--- src/rtl/weight_compress.sv ---
// weight_compress: streaming sparse-weight encoder.
// Accepts one dense KERNEL_SIZE-element kernel (row-major, one element per
// cycle over in_valid/in_ready). It writes the kept elements serially on the
// value port, then writes the nonzero bitmap on the flag port.
//
// Ports:
//   clk, reset        clock, synchronous active-high reset
//   mode              0 = drop zeros, 1 = bypass (keep every element)
//   start             pulse that begins a new kernel (aborts one in flight)
//   in_valid/in_data  dense element stream
//   in_ready          high while collecting a kernel
//   wr_req_wei/wr_data_wei            value write, one cycle after accept
//   wr_req_wei_flag/wr_data_wei_flag  bitmap write, one cycle per kernel
//   row_val_num       per-row kept counts, row r at [r*ROW_CNT_WIDTH +: ROW_CNT_WIDTH]
//   nnz_count         total values written for the current kernel
//   busy              high while collecting or emitting
//   done              pulse coincident with the bitmap write
module weight_compress #(
  parameter int DATA_WIDTH    = 8,
  parameter int KERNEL_WIDTH  = 3,
  parameter int KERNEL_SIZE   = 9,
  parameter int ROW_CNT_WIDTH = 2,
  parameter int CNT_WIDTH     = 4
) (
  input  logic                                  clk,
  input  logic                                  reset,
  input  logic                                  mode,
  input  logic                                  start,
  input  logic                                  in_valid,
  input  logic signed [DATA_WIDTH-1:0]          in_data,
  output logic                                  in_ready,
  output logic                                  wr_req_wei,
  output logic signed [DATA_WIDTH-1:0]          wr_data_wei,
  output logic                                  wr_req_wei_flag,
  output logic [KERNEL_SIZE-1:0]                wr_data_wei_flag,
  output logic [ROW_CNT_WIDTH*KERNEL_WIDTH-1:0] row_val_num,
  output logic [CNT_WIDTH-1:0]                  nnz_count,
  output logic                                  busy,
  output logic                                  done
);

  typedef enum logic [1:0] {
    S_IDLE    = 2'd0,
    S_COLLECT = 2'd1,
    S_EMIT    = 2'd2
  } state_t;

  state_t                                state_q, state_d;
  logic [CNT_WIDTH-1:0]                  idx_q, idx_d;
  logic [KERNEL_SIZE-1:0]                bitmap_q, bitmap_d;
  logic [ROW_CNT_WIDTH*KERNEL_WIDTH-1:0] row_cnt_q, row_cnt_d;
  logic [CNT_WIDTH-1:0]                  nnz_q, nnz_d;
  logic                                  wr_req_q, wr_req_d;
  logic signed [DATA_WIDTH-1:0]          wr_data_q, wr_data_d;
  logic                                  flag_req_q, flag_req_d;
  logic                                  done_q, done_d;
  logic                                  keep;
  logic                                  clear;

  always_comb begin
    state_d    = state_q;
    idx_d      = idx_q;
    bitmap_d   = bitmap_q;
    row_cnt_d  = row_cnt_q;
    nnz_d      = nnz_q;
    wr_req_d   = 1'b0;
    wr_data_d  = '0;
    flag_req_d = 1'b0;
    done_d     = 1'b0;
    clear      = 1'b0;
    keep       = (in_data != '0) | mode;

    case (state_q)
      S_IDLE: begin
        if (start) begin
          state_d = S_COLLECT;
          clear   = 1'b1;
        end
      end
      S_COLLECT: begin
        // A start here aborts the kernel; an element offered in the same
        // cycle is dropped because the restart takes priority.
        if (start) begin
          clear = 1'b1;
        end else if (in_valid) begin
          wr_req_d  = keep;
          wr_data_d = keep ? in_data : '0;
          nnz_d     = nnz_q + CNT_WIDTH'(keep);
          idx_d     = idx_q + CNT_WIDTH'(1);
          // Constant-bounded scan keeps bitmap and row-count indexing static.
          for (int i = 0; i < KERNEL_SIZE; i++) begin
            if (idx_q == CNT_WIDTH'(i)) begin
              bitmap_d[i] = keep;
              row_cnt_d[(i / KERNEL_WIDTH) * ROW_CNT_WIDTH +: ROW_CNT_WIDTH] =
                row_cnt_q[(i / KERNEL_WIDTH) * ROW_CNT_WIDTH +: ROW_CNT_WIDTH]
                + ROW_CNT_WIDTH'(keep);
            end
          end
          if (idx_q == CNT_WIDTH'(KERNEL_SIZE - 1)) begin
            state_d    = S_EMIT;
            flag_req_d = 1'b1;
            done_d     = 1'b1;
          end
        end
      end
      S_EMIT: begin
        if (start) begin
          state_d = S_COLLECT;
          clear   = 1'b1;
        end else begin
          state_d = S_IDLE;
        end
      end
      default: state_d = S_IDLE;
    endcase

    if (clear) begin
      idx_d     = '0;
      bitmap_d  = '0;
      row_cnt_d = '0;
      nnz_d     = '0;
    end
  end

  // Stage boundary: accepted element -> registered writes and kernel state.
  always_ff @(posedge clk) begin
    if (reset) begin
      state_q    <= S_IDLE;
      idx_q      <= '0;
      bitmap_q   <= '0;
      row_cnt_q  <= '0;
      nnz_q      <= '0;
      wr_req_q   <= 1'b0;
      wr_data_q  <= '0;
      flag_req_q <= 1'b0;
      done_q     <= 1'b0;
    end else begin
      state_q    <= state_d;
      idx_q      <= idx_d;
      bitmap_q   <= bitmap_d;
      row_cnt_q  <= row_cnt_d;
      nnz_q      <= nnz_d;
      wr_req_q   <= wr_req_d;
      wr_data_q  <= wr_data_d;
      flag_req_q <= flag_req_d;
      done_q     <= done_d;
    end
  end

  assign in_ready         = (state_q == S_COLLECT);
  assign busy             = (state_q != S_IDLE);
  assign wr_req_wei       = wr_req_q;
  assign wr_data_wei      = wr_data_q;
  assign wr_req_wei_flag  = flag_req_q;
  assign wr_data_wei_flag = bitmap_q;
  assign row_val_num      = row_cnt_q;
  assign nnz_count        = nnz_q;
  assign done             = done_q;

endmodule

--- config.mk ---
export PLATFORM = sky130hd
export DESIGN_NAME = weight_compress
export DESIGN_NICKNAME = d
export VERILOG_FILES = /design/src/rtl/weight_compress.sv
export SDC_FILE = /design/constraint.sdc
export NUM_CORES = 1
export LEC_CHECK = 0
export CAP_MARGIN = 0
export CORE_MARGIN = 2
export CORE_UTILIZATION = 49
export DETAILED_ROUTE_END_ITERATION = 6
export PLACE_DENSITY = 0.83
export REMOVE_ABC_BUFFERS = 1
export SLEW_MARGIN = 20
export SYNTH_ARGS = -nofsm -noshare
export SYNTH_HDL_FRONTEND = slang
export SYNTH_SLANG_ARGS = --single-unit
--- constraint.sdc ---
create_clock -name clk -period 4.76 [get_ports clk]
set_clock_uncertainty 0.05 [all_clocks]
set_input_delay 0.476 -clock clk [delete_from_list [all_inputs] [get_ports clk]]
set_output_delay 0.476 -clock clk [all_outputs]
set_load 0.05 [all_outputs]
### After elaboration in Yosys (flattened, before gate mapping)

Cells that the tools add are included.

| storage, ports and cells | value |
|---|---|
| register bits | 35 |
| output and inout bits | 32 |
| logic and storage cells | 85 |

| cells by class | value |
|---|---|
| add/subtract/negate cells | 5 |
| eq/ne operators | 14 |
| multiplexer cells | 18 |
| bitwise operators | 5 |
| reductions and logical operators | 25 |

Operators by type and width:

| operator | number |
|---|---|
| $reduce_and A4 Y1 | 13 |
| $mux W2 | 13 |
| $eq A4 B3 Y1 const B | 4 |
| $reduce_bool A3 Y1 | 3 |
| $eq A4 B2 Y1 const B | 2 |
| $reduce_bool A8 Y1 | 1 |
| $add A2 B1 Y2 | 3 |
| $ne A2 B2 Y1 const B | 3 |
| $pmux W2 S3 | 1 |
| $reduce_or A5 Y1 | 1 |
| $add A4 B1 Y4 | 1 |
| $add A4 B1 Y4 const B | 1 |
| $eq A4 B1 Y1 const B | 1 |
| $eq A4 B4 Y1 const B | 1 |
| $logic_not A4 Y1 | 1 |
| $mux W1 | 4 |
| $not A1 Y1 | 4 |
| $reduce_or A4 Y1 | 1 |
| $reduce_and A3 Y1 | 1 |
| $reduce_or A3 Y1 | 1 |
| $eq A2 B1 Y1 const B | 1 |
| $eq A2 B2 Y1 const B | 1 |
| $logic_not A2 Y1 | 1 |
| $ne A2 B1 Y1 const B | 1 |
| other kinds (3) | 3 |

### Logic depth before layout (Yosys ltp)

Gate-level depths: netlist of run 1.

| logic depth | value |
|---|---|
| word-level depth | 6 |
| mapped depth | 9 |
| gate-level depth less buffers | 8 |

### Worst setup path before layout of run 1

OpenSTA, ideal clock, no wires.

| path | value |
|---|---|
| path kind | input port to flip-flop |
| from | input in_data[5] |
| to | register nnz_q[2], in the netlist nnz_count[2] |
| setup time | 0.128 ns |
| arrival time | 2.187 ns |
| required time | 4.582 ns |
| path slack | 2.395 ns |
| stages | 9 |
| cell sequence | or4_1 nor4_1 buf_2 inv_1 ha_1 ha_1 nand2_1 xor2_1 nor2_1 |

| on the way | value |
|---|---|
| word-level cells in the longest chain between the ends | 3 |

RTL lines:

| item | line | text |
|---|---|---|
| start: declaration | 30 | `input logic signed [DATA_WIDTH-1:0] in_data,` |
| $reduce_bool A8 Y1 | 71 | `keep = (in_data != '0) \| mode;` |
| $or A1 B1 Y1 | 71 |  |
| via keep | 57 | `logic keep;` |
| $add A4 B1 Y4 | 88 | `nnz_d = nnz_q + CNT_WIDTH'(keep);` |
| end signal: assignment | 142 | `nnz_q <= nnz_d;` |
| end: declaration | 52 | `logic [CNT_WIDTH-1:0] nnz_q, nnz_d;` |

The timed path passes the listed nets, and every way through them passes these cells.
A chain may end at the register's enable or synchronous reset.

### Final worst setup path of run 1

Same ends and word-level chain as after synthesis.

==> results.sh, run 1 <==
export IMPL_power_density_mw_per_mm2=247.2
export IMPL_grt_pass1_wl_mm=5.437
export IMPL_worstSetupPathType="primary input to register"
export IMPL_cts_buffers=5
export IMPL_grt_max_degree=25
export IMPL_synth_top_family_by_area="simple AND/OR/NAND/NOR gates"
export IMPL_overflow=0
export IMPL_die_w_um=59.33
export IMPL_period_needed_ps=2542
export IMPL_ys_seq_elements=35
export IMPL_ant_nets=0
export IMPL_avgSynthCellArea_sq_um=9.741
export IMPL_maxCapViolations=0
export IMPL_timing_rr_start="idx_q[0]$_SDFFE_PP0P_"
export IMPL_vdd_drop_max_v=0.0002210
export IMPL_fmax_ghz=0.3934
export IMPL_htreeDepth=2
export IMPL_clock_path_buffers=2
export IMPL_rows=20
export IMPL_cts_root_buf="clkbuf_4"
export IMPL_async_reset_ff_frac=0
export IMPL_viasPerCell=5.532
export IMPL_synth_edff_count=0
export IMPL_holdPathStages=2
export IMPL_routedWlPerCell_um=13.76
export IMPL_hold_viol=0
export IMPL_crit_required_ps=4910
export IMPL_yosys_warnings=0
export IMPL_cts_tree="yes"
export IMPL_final_cell_mix="44 x clkdlybuf4s50_1, 35 x dfxtp_1, 17 x a21oi_1"
export IMPL_dieArea_sq_mm=0.003520
export IMPL_slew_headroom=0.5169
export IMPL_holdCritStartpoint="nnz_count[0]$_SDFFE_PP0P_"
export IMPL_clock_sinks=35
export IMPL_ioPinCount=45
export IMPL_holdCritPathClass="register to register"
export IMPL_post_cts_buffers=0
export IMPL_initial_core_util=0.5038
export IMPL_r2r_slack_ps=2910
export IMPL_synth_seq_area_share=0.4671
export IMPL_crit_arrival_ps=2690
export IMPL_rsz0062_at_grt="no"
export IMPL_dieHeight_um=59.33
export IMPL_grtUsageTotal=0.2082
export IMPL_layout_nets=219
export IMPL_antenna_found_initial=0
export IMPL_r2r_end="row_val_num[3]$_SDFFE_PP0P_"
export IMPL_portBuffers=44
export IMPL_synth_area_leaders="dfxtp_1 47%, ha_1 7.5%, a21oi_1 5.7%"
export IMPL_status="complete, no violations"
export IMPL_synth_cell_types=40
export IMPL_cts_clk_slew_worst_paths_ps=100
export IMPL_synth_fa_ha_area_frac=0.07506
export IMPL_critPathLaunchType="primary input"
export IMPL_min_to="nnz_count[0]$_SDFFE_PP0P_"
export IMPL_synthDominantCellAreaShare=0.4671
export IMPL_totalPowerFinal_mw=0.4918
export IMPL_tns_ps=0
export IMPL_final_layout_size_suffix_gt1_frac=0.06566
export IMPL_clkLatencyLatePin_ps=340
export IMPL_min_period_over_period=0.5340
export IMPL_end_kind="register"
export IMPL_synth_simple_area_share=0.2185
export IMPL_yosys_most_used_dff="dfxtp_1"
export IMPL_synthMuxAreaShare=0.02085
export IMPL_netlist_area_sq_mm=0.001500
export IMPL_reg2reg_depth=5
export IMPL_worstMarginPinSlew_ps=724.6
export IMPL_vias=1278
export IMPL_syn_inst=154
export IMPL_gp_congestion=0.7702
export IMPL_place_hpwl_mm=2.414
export IMPL_yosysTopAreaCell="dfxtp_1"
export IMPL_drv_slew=0
export IMPL_final_common_cell="clkdlybuf4s50_1"
export IMPL_grt_pass1_vias=1270
export IMPL_drtIter0Drc=22
export IMPL_area_delta_synth_final_pct=32.61
export IMPL_core_area_sq_mm=0.002978
export IMPL_drc=0
export IMPL_synth_compound_area_frac=0.1460
export IMPL_dr_pass1_iters=4
export IMPL_antenna_cells=0
export IMPL_setup_violations=0
export IMPL_drt_wl_total_mm=3.179
export IMPL_cp_max_fo=11
export IMPL_synth_xor_area_frac=0.02919
export IMPL_cts_hold_buffers=0
export IMPL_power_leakage_nw=0.6955
export IMPL_cts_resized=0
state kept, by name, summed over array words and instances (netlist names):
register / count
wr_data_wei_flag: 9
wr_data_wei: 8
row_val_num: 6
idx_q: 4
nnz_count: 4
state_q: 2
done: 1
wr_req_wei: 1
cell usage after synthesis, types with 2 or more instances:
| cell | number |
|---|---|
| nor2_1 | 10 |
| buf_2 | 4 |
| ha_1 | 9 |
| a311oi_1 | 9 |
| buf_1 | 2 |
| nand4_1 | 2 |
| o21ai_0 | 2 |
| xor2_1 | 4 |
| nand3b_1 | 2 |
| mux2i_1 | 2 |
| a21oi_1 | 17 |
| or3_1 | 2 |
| inv_1 | 4 |
| and2_1 | 11 |
| nor3_1 | 3 |
| dfxtp_1 | 35 |
| nand2_1 | 13 |
routing by layer:
layer	share of wire	GRT usage	vias to the layer above
li1	-	-	633
met1	0.41	0.2277	592
met2	0.49	0.3485	47
met3	0.079	0.09170	6
met4	0.019	0.08766	0
met5	0	0	-
power by group:
part	switching [mW]	internal [mW]	leakage [nW]
Clock	0.0936	0.0576	0.0293
Sequential	0.00212	0.295	0.283
Combinational	0.0244	0.0192	0.384
Total	0.120	0.372	0.696
cells by family (layout without fill, tap and decap cells):
group | Yosys count | after routing
xor+xnor | 5 | 5
simple gates | 56 | 56
buf+inv | 13 | 57
fa+ha+maj | 9 | 9
compound gates | 33 | 33
flops | 35 | 35
mux | 3 | 3
worst max-delay path, cell delays in order:
cell and delay, ps:
clkdlybuf4s50_1 410, or4_1 520, nor4_1 240, buf_4 230
inv_1 120, ha_1 220, ha_1 180, nand2_1 80
xor2_1 150, nor2_1 60
layout make-up:
class	count	area [sq um]
Timing Repair Buffer	45	447.9
Inverter	4	15.01
Sequential cell	35	700.7
Tap cell	33	41.29
Fill cell	246	988.4
Multi-Input combinational cell	106	734.5
Clock inverter	1	5.005
Clock buffer	7	45.04
stage by stage:
stage	util	area [sq um]	worst slack (ps)	std cells	hold slack [ps]
4_1_cts	0.6681	1989	2228	231	441.7
5_1_grt	0.6681	1989	2141	231	460.8
2_1_floorplan	-	1450	1804	145	428.1
3_3_place_gp	0.6513	1939	1969	223	417.7
3_5_place_dp	0.6513	1939	1867	223	426.9
6_report	0.6681	1989	2218	231	439.1
worst max path at each step:
| stage | from | end | slack (ps) |
|---|---|---|---|
| 2_1_floorplan | in_data[5] | nnz_count[2]$_SDFFE_PP0P_ | 1800 |
| 3_3_place_gp | in_data[5] | nnz_count[2]$_SDFFE_PP0P_ | 1970 |
| 3_5_place_dp | in_data[5] | nnz_count[2]$_SDFFE_PP0P_ | 1870 |
| 4_1_cts | in_data[5] | nnz_count[2]$_SDFFE_PP0P_ | 2230 |
| 5_1_grt | in_data[5] | nnz_count[2]$_SDFFE_PP0P_ | 2140 |
| 6_report | in_data[5] | nnz_count[2]$_SDFFE_PP0P_ | 2220 |
(Power assumes the default switching activity.)
==> run 2: changes to the inputs <==
--- a/config.mk
+++ b/config.mk
@@ -7,9 +7,9 @@
 export LEC_CHECK = 0
 export CAP_MARGIN = 0
 export CORE_MARGIN = 2
-export CORE_UTILIZATION = 49
+export CORE_UTILIZATION = 46
 export DETAILED_ROUTE_END_ITERATION = 6
-export PLACE_DENSITY = 0.83
+export PLACE_DENSITY = 0.78
 export REMOVE_ABC_BUFFERS = 1
 export SLEW_MARGIN = 20
 export SYNTH_ARGS = -nofsm -noshare
==> constraint.sdc (replaced) <==
create_clock -name clk -period 2.5 [get_ports clk]
set_clock_uncertainty 0.05 [all_clocks]
set_input_delay 0.25 -clock clk [delete_from_list [all_inputs] [get_ports clk]]
set_output_delay 0.25 -clock clk [all_outputs]
set_load 0.05 [all_outputs]
==> run 2 against run 1 <==
  * Combinational power is 93% higher
  * Final area up 1.1%
  * Flip-flop and latch count is the same
  * Wire length increased by 3.3%
  * Critical path depth down 1
  * Worst setup slack lost 2000 ps
  * Clock power up 90%
  * Utilization decreased by 1.5 points
  * Sequential power rose by 91%
  * Worst hold slack worse by 3.7 ps
  * Register-to-register slack worse by 2300 ps
  * Total power increased by 91%
  * Critical endpoint unchanged
  * Largest power group unchanged
==> results.sh, run 2 (same netlist as run 1, synthesis figures left out) <==
export IMPL_crit_required_ps=2670
export IMPL_die_w_um=61.11
export IMPL_tns_ps=0
export IMPL_dieHeight_um=61.11
export IMPL_cts_tree="yes"
export IMPL_cts_resized=0
export IMPL_worstSetupPathType="primary input to register"
export IMPL_status="complete, no violations"
export IMPL_vias=1246
export IMPL_end_kind="register"
export IMPL_drc=0
export IMPL_vdd_drop_max_v=0.0002625
export IMPL_final_common_cell="clkdlybuf4s50_1"
export IMPL_power_density_mw_per_mm2=466.2
export IMPL_cp_common_cell="ha_1"
export IMPL_worstMarginPinSlew_ps=512.1
export IMPL_rsz0062_at_grt="no"
export IMPL_rows=20
export IMPL_grtUsageMet1=0.2318
export IMPL_gp_congestion=0.8479
export IMPL_n_fill_cell=273
export IMPL_largest_register_ffs=9
export IMPL_initial_core_util=0.4874
export IMPL_place_hpwl_mm=2.504
export IMPL_power_leakage_nw=0.7000
export IMPL_cpPeakStageDelay_ps=520
export IMPL_drv_slew=0
export IMPL_layout_nets=220
export IMPL_viasPerCell=5.128
export IMPL_core_area_sq_mm=0.003078
export IMPL_slowest_stage="or4_1"
export IMPL_cp_cell_sequence="clkdlybuf4s50_1, or4_1, nor4_1, inv_1, ha_1, ha_1, nand2_1, xor2_1, nor2_1"
export IMPL_reg2reg_depth=5
export IMPL_final_layout_size_suffix_gt1_frac=0.07035
export IMPL_dieArea_sq_mm=0.003734
export IMPL_min_period_over_period=0.9180
export IMPL_grt_busiest_layer="met2"
export IMPL_cts_clk_slew_worst_paths_ps=100
export IMPL_portBuffers=44
export IMPL_maxCapViolations=0
export IMPL_cp_max_fo=4
export IMPL_final_cell_mix="44 x clkdlybuf4s50_1, 35 x dfxtp_1, 17 x a21oi_1"
export IMPL_clkLatencyLatePin_ps=340
export IMPL_clock_sinks=35
export IMPL_placed_cell_area_sq_mm=0.001961
export IMPL_critPathLaunchType="primary input"
export IMPL_crit_cells=9
export IMPL_met3_usage=0.04202
export IMPL_grt_pass1_vias=1211
export IMPL_dp_cells=235
export IMPL_clock_path_buffers=2
export IMPL_grt_pass1_wl_mm=5.306
export IMPL_hold_viol=0
export IMPL_holdPathStages=2
export IMPL_area_delta_synth_final_pct=34.03
export IMPL_cts_buffers=5
export IMPL_ant_nets=0
export IMPL_grt_max_degree=15
export IMPL_drtIter0Drc=22
export IMPL_post_cts_buffers=0
export IMPL_overflow=0
export IMPL_slew_headroom=0.6575
export IMPL_dr_pass1_iters=4
export IMPL_routedWlPerCell_um=13.51
export IMPL_fmax_ghz=0.4357
export IMPL_period_needed_ps=2295
export IMPL_fin_area_sq_mm=0.002011
export IMPL_setup_violations=0
export IMPL_drt_wl_total_mm=3.283
export IMPL_antenna_cells=0
export IMPL_final_instance_count_excl_fill=243
export IMPL_antenna_found_initial=0
export IMPL_crit_arrival_ps=2470
export IMPL_grt_use_met2=0.3419
export IMPL_cts_root_buf="clkbuf_4"
export IMPL_ioPinCount=45
export IMPL_grtUsageTotal=0.1988
export IMPL_cp_num_buf_inv=2
export IMPL_crit_family="simple AND/OR/NAND/NOR gates"
export IMPL_cts_hold_buffers=0
export IMPL_holdCritPathClass="primary input to register"
export IMPL_htreeDepth=2
-- run 2: cell types whose count changed in the layout (fill, tap and decap cells not counted) --
cell | before | now
buf_4 | 1 | 2
-- run 2: per-layer routing --
layer	vias up	part of all wire
met5	-	0
met4	0	0.016
met3	5	0.046
met2	27	0.50
met1	575	0.44
li1	639	-
-- run 2: final timing paths --
| path | start | end | slack [ps] |
|---|---|---|---|
| setup / recovery | in_data[4] | nnz_count[2]$_SDFFE_PP0P_ | 200 |
| hold reg to reg | nnz_count[0]$_SDFFE_PP0P_ | nnz_count[0]$_SDFFE_PP0P_ | 440 |
| setup reg to reg | idx_q[0]$_SDFFE_PP0P_ | row_val_num[3]$_SDFFE_PP0P_ | 600 |
| hold / removal | in_data[5] | wr_data_wei[5]$_SDFF_PP0_ | 440 |
-- run 2: worst register-to-register path: cells and delay by family (launching register included) --
family	cells	cell delay, ps
AOI/OAI and AO/OA	1	130
and+or+nand+nor	1	420
muxes	1	350
buffers and inverters	1	110
adders and majority gates	1	320
DFF	1	410
-- run 2: metrics by stage --
stage	setup slack, ps	hold WS (ps)	power, mW	util
6_report	204.9	435.4	0.9373	0.6533
5_1_grt	69.89	436.3	0.9807	0.6533
4_1_cts	189.6	422.1	0.9521	0.6533
3_5_place_dp	-181.0	427.1	0.6636	0.6370
3_3_place_gp	-21.31	419.0	0.6615	0.6370
2_1_floorplan	-229.5	278.5	0.6225	-
-- run 2: power by group --
group	total (mW)	internal [mW]	switching, mW
Sequential	0.566	0.562	0.00401
Clock	0.287	0.109	0.178
Combinational	0.0843	0.0376	0.0467
-- run 2: area by class of cell --
| cell class | instances | area [sq um] | share of cell area |
|---|---|---|---|
| multi-input combinational | 106 | 734.5 | 0.3653 |
| sequential | 35 | 700.7 | 0.3485 |
| timing repair buffer | 46 | 455.4 | 0.2265 |
| tap | 44 | 55.05 | 0.02738 |
| clock buffer | 7 | 45.04 | 0.02240 |
| inverter | 4 | 15.01 | 0.007467 |
| clock inverter | 1 | 5.005 | 0.002489 |
==> RTL edit 1 (settings of run 2) <==
Change the parameter `ROW_CNT_WIDTH` from 2 to 4.
--- a/src/rtl/weight_compress.sv
+++ b/src/rtl/weight_compress.sv
@@ -19,7 +19,7 @@
   parameter int DATA_WIDTH    = 8,
   parameter int KERNEL_WIDTH  = 3,
   parameter int KERNEL_SIZE   = 9,
-  parameter int ROW_CNT_WIDTH = 2,
+  parameter int ROW_CNT_WIDTH = 4,
   parameter int CNT_WIDTH     = 4
 ) (
   input  logic                                  clk,
Interface: changed (resized row_val_num); port bits go from 45 to 51. The function was not compared with the original's and may differ.
==> RTL edit 1 against run 2 <==
- global-route usage is 2.2 points lower
- setup slack better by 16 ps
- clock power is 41% higher
- hold slack hardly changed
- critical path depth is 1 lower
- area after synthesis is 20% higher
- routed wire length is 8.9% higher
- power is 23% higher
- sequential cell count is 6 higher
- synthesized cell count is 20% higher
- final area is 20% higher
- highest routed layer is now met3
==> RTL edit 1: results (changes against run 2) <==
Final layout
  – Layout cells sized above 1: 9.32% (+2.3 points)
  – Max FFs per register: 12 (+3)
  – Nets: 260 (+18%)

Yosys
  – Top cells by count, synth: 41 x dfxtp_1, 21 x nand2_1, 17 x a21oi_1
  – Post-synthesis sequential area ratio: 45.7% (-1.1 points)
  – Synth area leaders: dfxtp_1 46%, ha_1 8.4%, a21oi_1 4.7%

Setup path
  – FF-to-FF setup slack: 620 ps (+20 ps)
  – FF-to-FF End: row_val_num[11]
  – Worst EP arrival: 2420 ps (-50 ps)
  – Reg2reg path depth: 6 (+1)
  – CP Capture Point: row_val_num[9]

Outcome
  – Run status: finished clean

Detailed routing
  – Avg WL per Cell: 12.6 µm (-6.9%)
  – Drt via density: 5.34 (+4.1%)

Place
  – IO Port Bufs: 50 (+14%)
  – RePlAce Congestion: 0.783 (-7.7%)

Clocking
  – Root Buffer: clkbuf_8
  – Clock Path Buffers: 2 (unchanged)
  – Clk slew on worst S/H paths: 80 ps (-20 ps)

GRT
  – First-pass GRT wire length: 5970 µm (+12%)
  – Vias in the first global route: 1,327 (+9.6%)
  – All-Layer GR Usage: 17.6% (-2.2 points)
  – Pin count of the biggest net entering global routing: 22 (+7)

STA
  – Worst Max-Slew Pin Slew: 851 ps (+338 ps)

Worst hold path
  – Hold WC Path Type: flip-flop to flip-flop

Power and ir drop
  – Peak VDD IR: 0.341 mV (+30%)
-- RTL edit 1: cell types whose count changed after synthesis, moves of 3 or more --
cell | run 2 | this run
o21ai_0 | 2 | 6
and2_1 | 11 | 8
o31ai_1 | 0 | 3
ha_1 | 9 | 12
or3_1 | 2 | 6
nand2_1 | 13 | 21
dfxtp_1 | 35 | 41
nand3_1 | 0 | 7
-- RTL edit 1: how the worst min path moves through the flow --
stage	startpoint	to
floorplan	reset	state_q[0]
global placement	row_val_num[7]	row_val_num[7]
detailed placement	row_val_num[7]	row_val_num[7]
CTS	row_val_num[7]	row_val_num[7]
global route	row_val_num[11]	row_val_num[11]
finish	row_val_num[11]	row_val_num[11]
-- RTL edit 1: cell families (layout without fill, tap and decap cells) --
logic type,after synthesis,in the layout,synth area share (%)
DFF,41,41,45.7
adders and majority gates,12,12,8.35
AOI/OAI and AO/OA,42,42,16.3
buffers and inverters,13,64,3.97
xor gates and xnor gates,5,5,2.44
muxes,2,2,1.11
and+or+nand+nor,70,70,22.2
-- RTL edit 1: cell type report --
cell class                      count  area, µm²
Inverter                            3       11.3
Clock inverter                      2       10.0
Fill cell                         318       1310
Timing Repair Buffer               53        523
Multi-Input combinational cell    131        906
Tap cell                           48       60.1
Clock buffer                        6       72.6
Sequential cell                    41        821
-- RTL edit 1: layer usage --
layer	global-route usage (%)	part of all wire, %
met5	0	0
met3	7.94	8.3
met2	28.9	46
met4	2.30	0
met1	21.9	46
-- RTL edit 1: metrics by stage --
| step | total power [mW] | hold slack (ps) | std cells | cell area, µm² | setup WS, ps |
|---|---|---|---|---|---|
| finish | 1.15 | 436 | 284 | 2400 | 221 |
| global route | 1.20 | 465 | 284 | 2400 | 0.689 |
| global placement | 0.761 | 414 | 276 | 2320 | -34.0 |
| CTS | 1.16 | 433 | 284 | 2400 | 187 |
| floorplan | 0.720 | 278 | 175 | 1740 | 79.7 |
| detailed placement | 0.762 | 413 | 276 | 2320 | -108 |
-- RTL edit 1: worst max-delay path: stages --
cell	delay (ps)
clkdlybuf4s50_1	410
or4_1	550
nor4_2	270
inv_1	190
ha_1	230
ha_1	270
nand2_1	40
o31ai_1	220
-- RTL edit 1: power breakdown --
| group | total, mW | leakage (nW) | switching (mW) | internal, mW |
|---|---|---|---|---|
| Sequential | 0.660 | 0.331 | 0.00337 | 0.657 |
| Combinational | 0.0861 | 0.461 | 0.0497 | 0.0364 |
| Clock | 0.405 | 0.0450 | 0.212 | 0.193 |
| Total | 1.15 | 0.836 | 0.265 | 0.887 |
==> RTL edit 2 (config.mk and constraints of run 2) <==
Without the edit above. Register the input `mode` before use, without a reset. The logic sees it one clock later. The other inputs are not delayed to match.
--- a/src/rtl/weight_compress.sv
+++ b/src/rtl/weight_compress.sv
@@ -45,6 +45,12 @@
     S_EMIT    = 2'd2
   } state_t;
 
+  logic mode_q;
+
+  always_ff @(posedge clk) begin
+    mode_q <= mode;
+  end
+
   state_t                                state_q, state_d;
   logic [CNT_WIDTH-1:0]                  idx_q, idx_d;
   logic [KERNEL_SIZE-1:0]                bitmap_q, bitmap_d;
@@ -68,7 +74,7 @@
     flag_req_d = 1'b0;
     done_d     = 1'b0;
     clear      = 1'b0;
-    keep       = (in_data != '0) | mode;
+    keep       = (in_data != '0) | mode_q;
 
     case (state_q)
       S_IDLE: begin
Function: changed (Yosys sat finds a counterexample within 4 cycles, from zero or initial values and one cycle with reset high).
==> RTL edit 2 against run 2 <==
- power grew 7.0%
- routed wire length grew 2.3%
- first-iteration DRC count grew to 2.7 times the old value
- final area grew 2.5%
- setup slack gained 51 ps
- area after synthesis grew 1.3%
- combinational power grew 1%
- sequential cell count grew 1
==> RTL edit 2: results (changes against run 2) <==
STA
  – Min Tclk post-route: 2240 ps (-51.4 ps)
  – Relative slew margins: 66.2% (+0.43 points)
  – Final hold slack: 305 ps (-130 ps)

Place
  – RePlAce Congestion: 0.800 (-5.7%)
  – Pre-CTS setup slack: -69.6 ps (+111 ps)
  – Post-DP HPWL: 2540 µm (+1.4%)
  – Dpl cells: 238 (+1.3%)
  – Placed cell areas: 2000 µm² (+1.8%)

Final layout
  – Post-layout instance area: 2060 µm² (+2.5%)
  – Layout cells sized above 1: 8.46% (+1.4 points)
  – Filler cells: 285 (+4.4%)
  – Nets: 223 (+1.4%)

Power and ir drop
  – Reg power frac: 58.1% (-2.2 points)
  – Clock share of power: 33.4% (+2.7 points)
  – Clk. pwr: 0.335 mW (+17%)
  – LEAKAGE: 0.726 nW (+3.7%)
  – Peak VDD IR: 0.384 mV (+46%)
  – Net Sw Frac: 22.7% (-1.7 points)

Yosys
  – Complex-gate fraction of the synthesized area: 14.4% (-0.19 points)
  – Cells after Synth: 155 (+0.65%)
  – Post-synthesis sequential area ratio: 47.4% (+0.70 points)
  – Post-Synth XOR/XNOR Area: 2.88% (-0.038 points)
  – Synth top area share: 47.4% (+0.70 points)
  – Post-synthesis mux area share: 2.06% (-0.027 points)
  – Top cells by count, synth: 36 x dfxtp_1, 17 x a21oi_1, 13 x nand2_1
  – Synth area leaders: dfxtp_1 47%, ha_1 7.4%, a21oi_1 5.6%

Detailed routing
  – Via count: 1,294 (+3.9%)
  – Metal-1 WL: 1470 µm (+2.1%)
  – DR WL met3: 113 µm (-26%)
  – Drt total wl: 3360 µm (+2.3%)
  – WL met2: 1740 µm (+6.4%)

GRT
  – Routing usage on met2: 32.0% (-2.2 points)
  – Pin count of the biggest net entering global routing: 20 (+5)
  – First-pass GRT wire length: 5400 µm (+1.7%)
  – All-Layer GR Usage: 19.4% (-0.50 points)
  – Vias in the first global route: 1,180 (-2.6%)
  – Met3 Usage GRT: 4.41% (+0.21 points)

Setup path
  – FF-to-FF End: nnz_count[2]
  – RR Startpoint: mode_q
  – Worst EP arrival: 2410 ps (-60 ps)
  – CP max stage delay: 540 ps (+20 ps)
  – FF-to-FF setup slack: 540 ps (-60 ps)

Worst hold path
  – Worst Hold Depth: 1 (-1)
  – Hold worst-path end: mode_q
  – Hold Path Origin: mode

Outcome
  – Run status: finished clean
==> RTL edit 2: cell types whose count changed after synthesis, sizes merged <==
cell | run 2 | this run
dfxtp | 35 | 36
==> RTL edit 2: area by class of cell <==
| cell class | count | share of cell area (%) |
|---|---|---|
| clock buffer | 7 | 3.16 |
| inverter | 4 | 0.729 |
| multi-input combinational | 106 | 35.6 |
| sequential | 36 | 35.0 |
| tap | 44 | 2.67 |
| timing repair buffer | 48 | 22.8 |
==> RTL edit 2: worst max path at each step <==
stage               start            to  cells after the start
2_1_floorplan  in_data[5]  nnz_count[2]                      8
3_3_place_gp   in_data[5]  nnz_count[2]                     10
3_5_place_dp   in_data[5]  nnz_count[2]                     10
4_1_cts        in_data[5]  nnz_count[2]                     10
5_1_grt        in_data[5]  nnz_count[2]                     10
6_report       in_data[5]  nnz_count[2]                     10
==> RTL edit 2: worst max-delay path, delay by kind of cell <==
kind                       cells  cell delay (ps)
and+or+nand+nor                4              910
adders and majority gates      2              410
xor gates and xnor gates       1              160
buffers and inverters          3              680
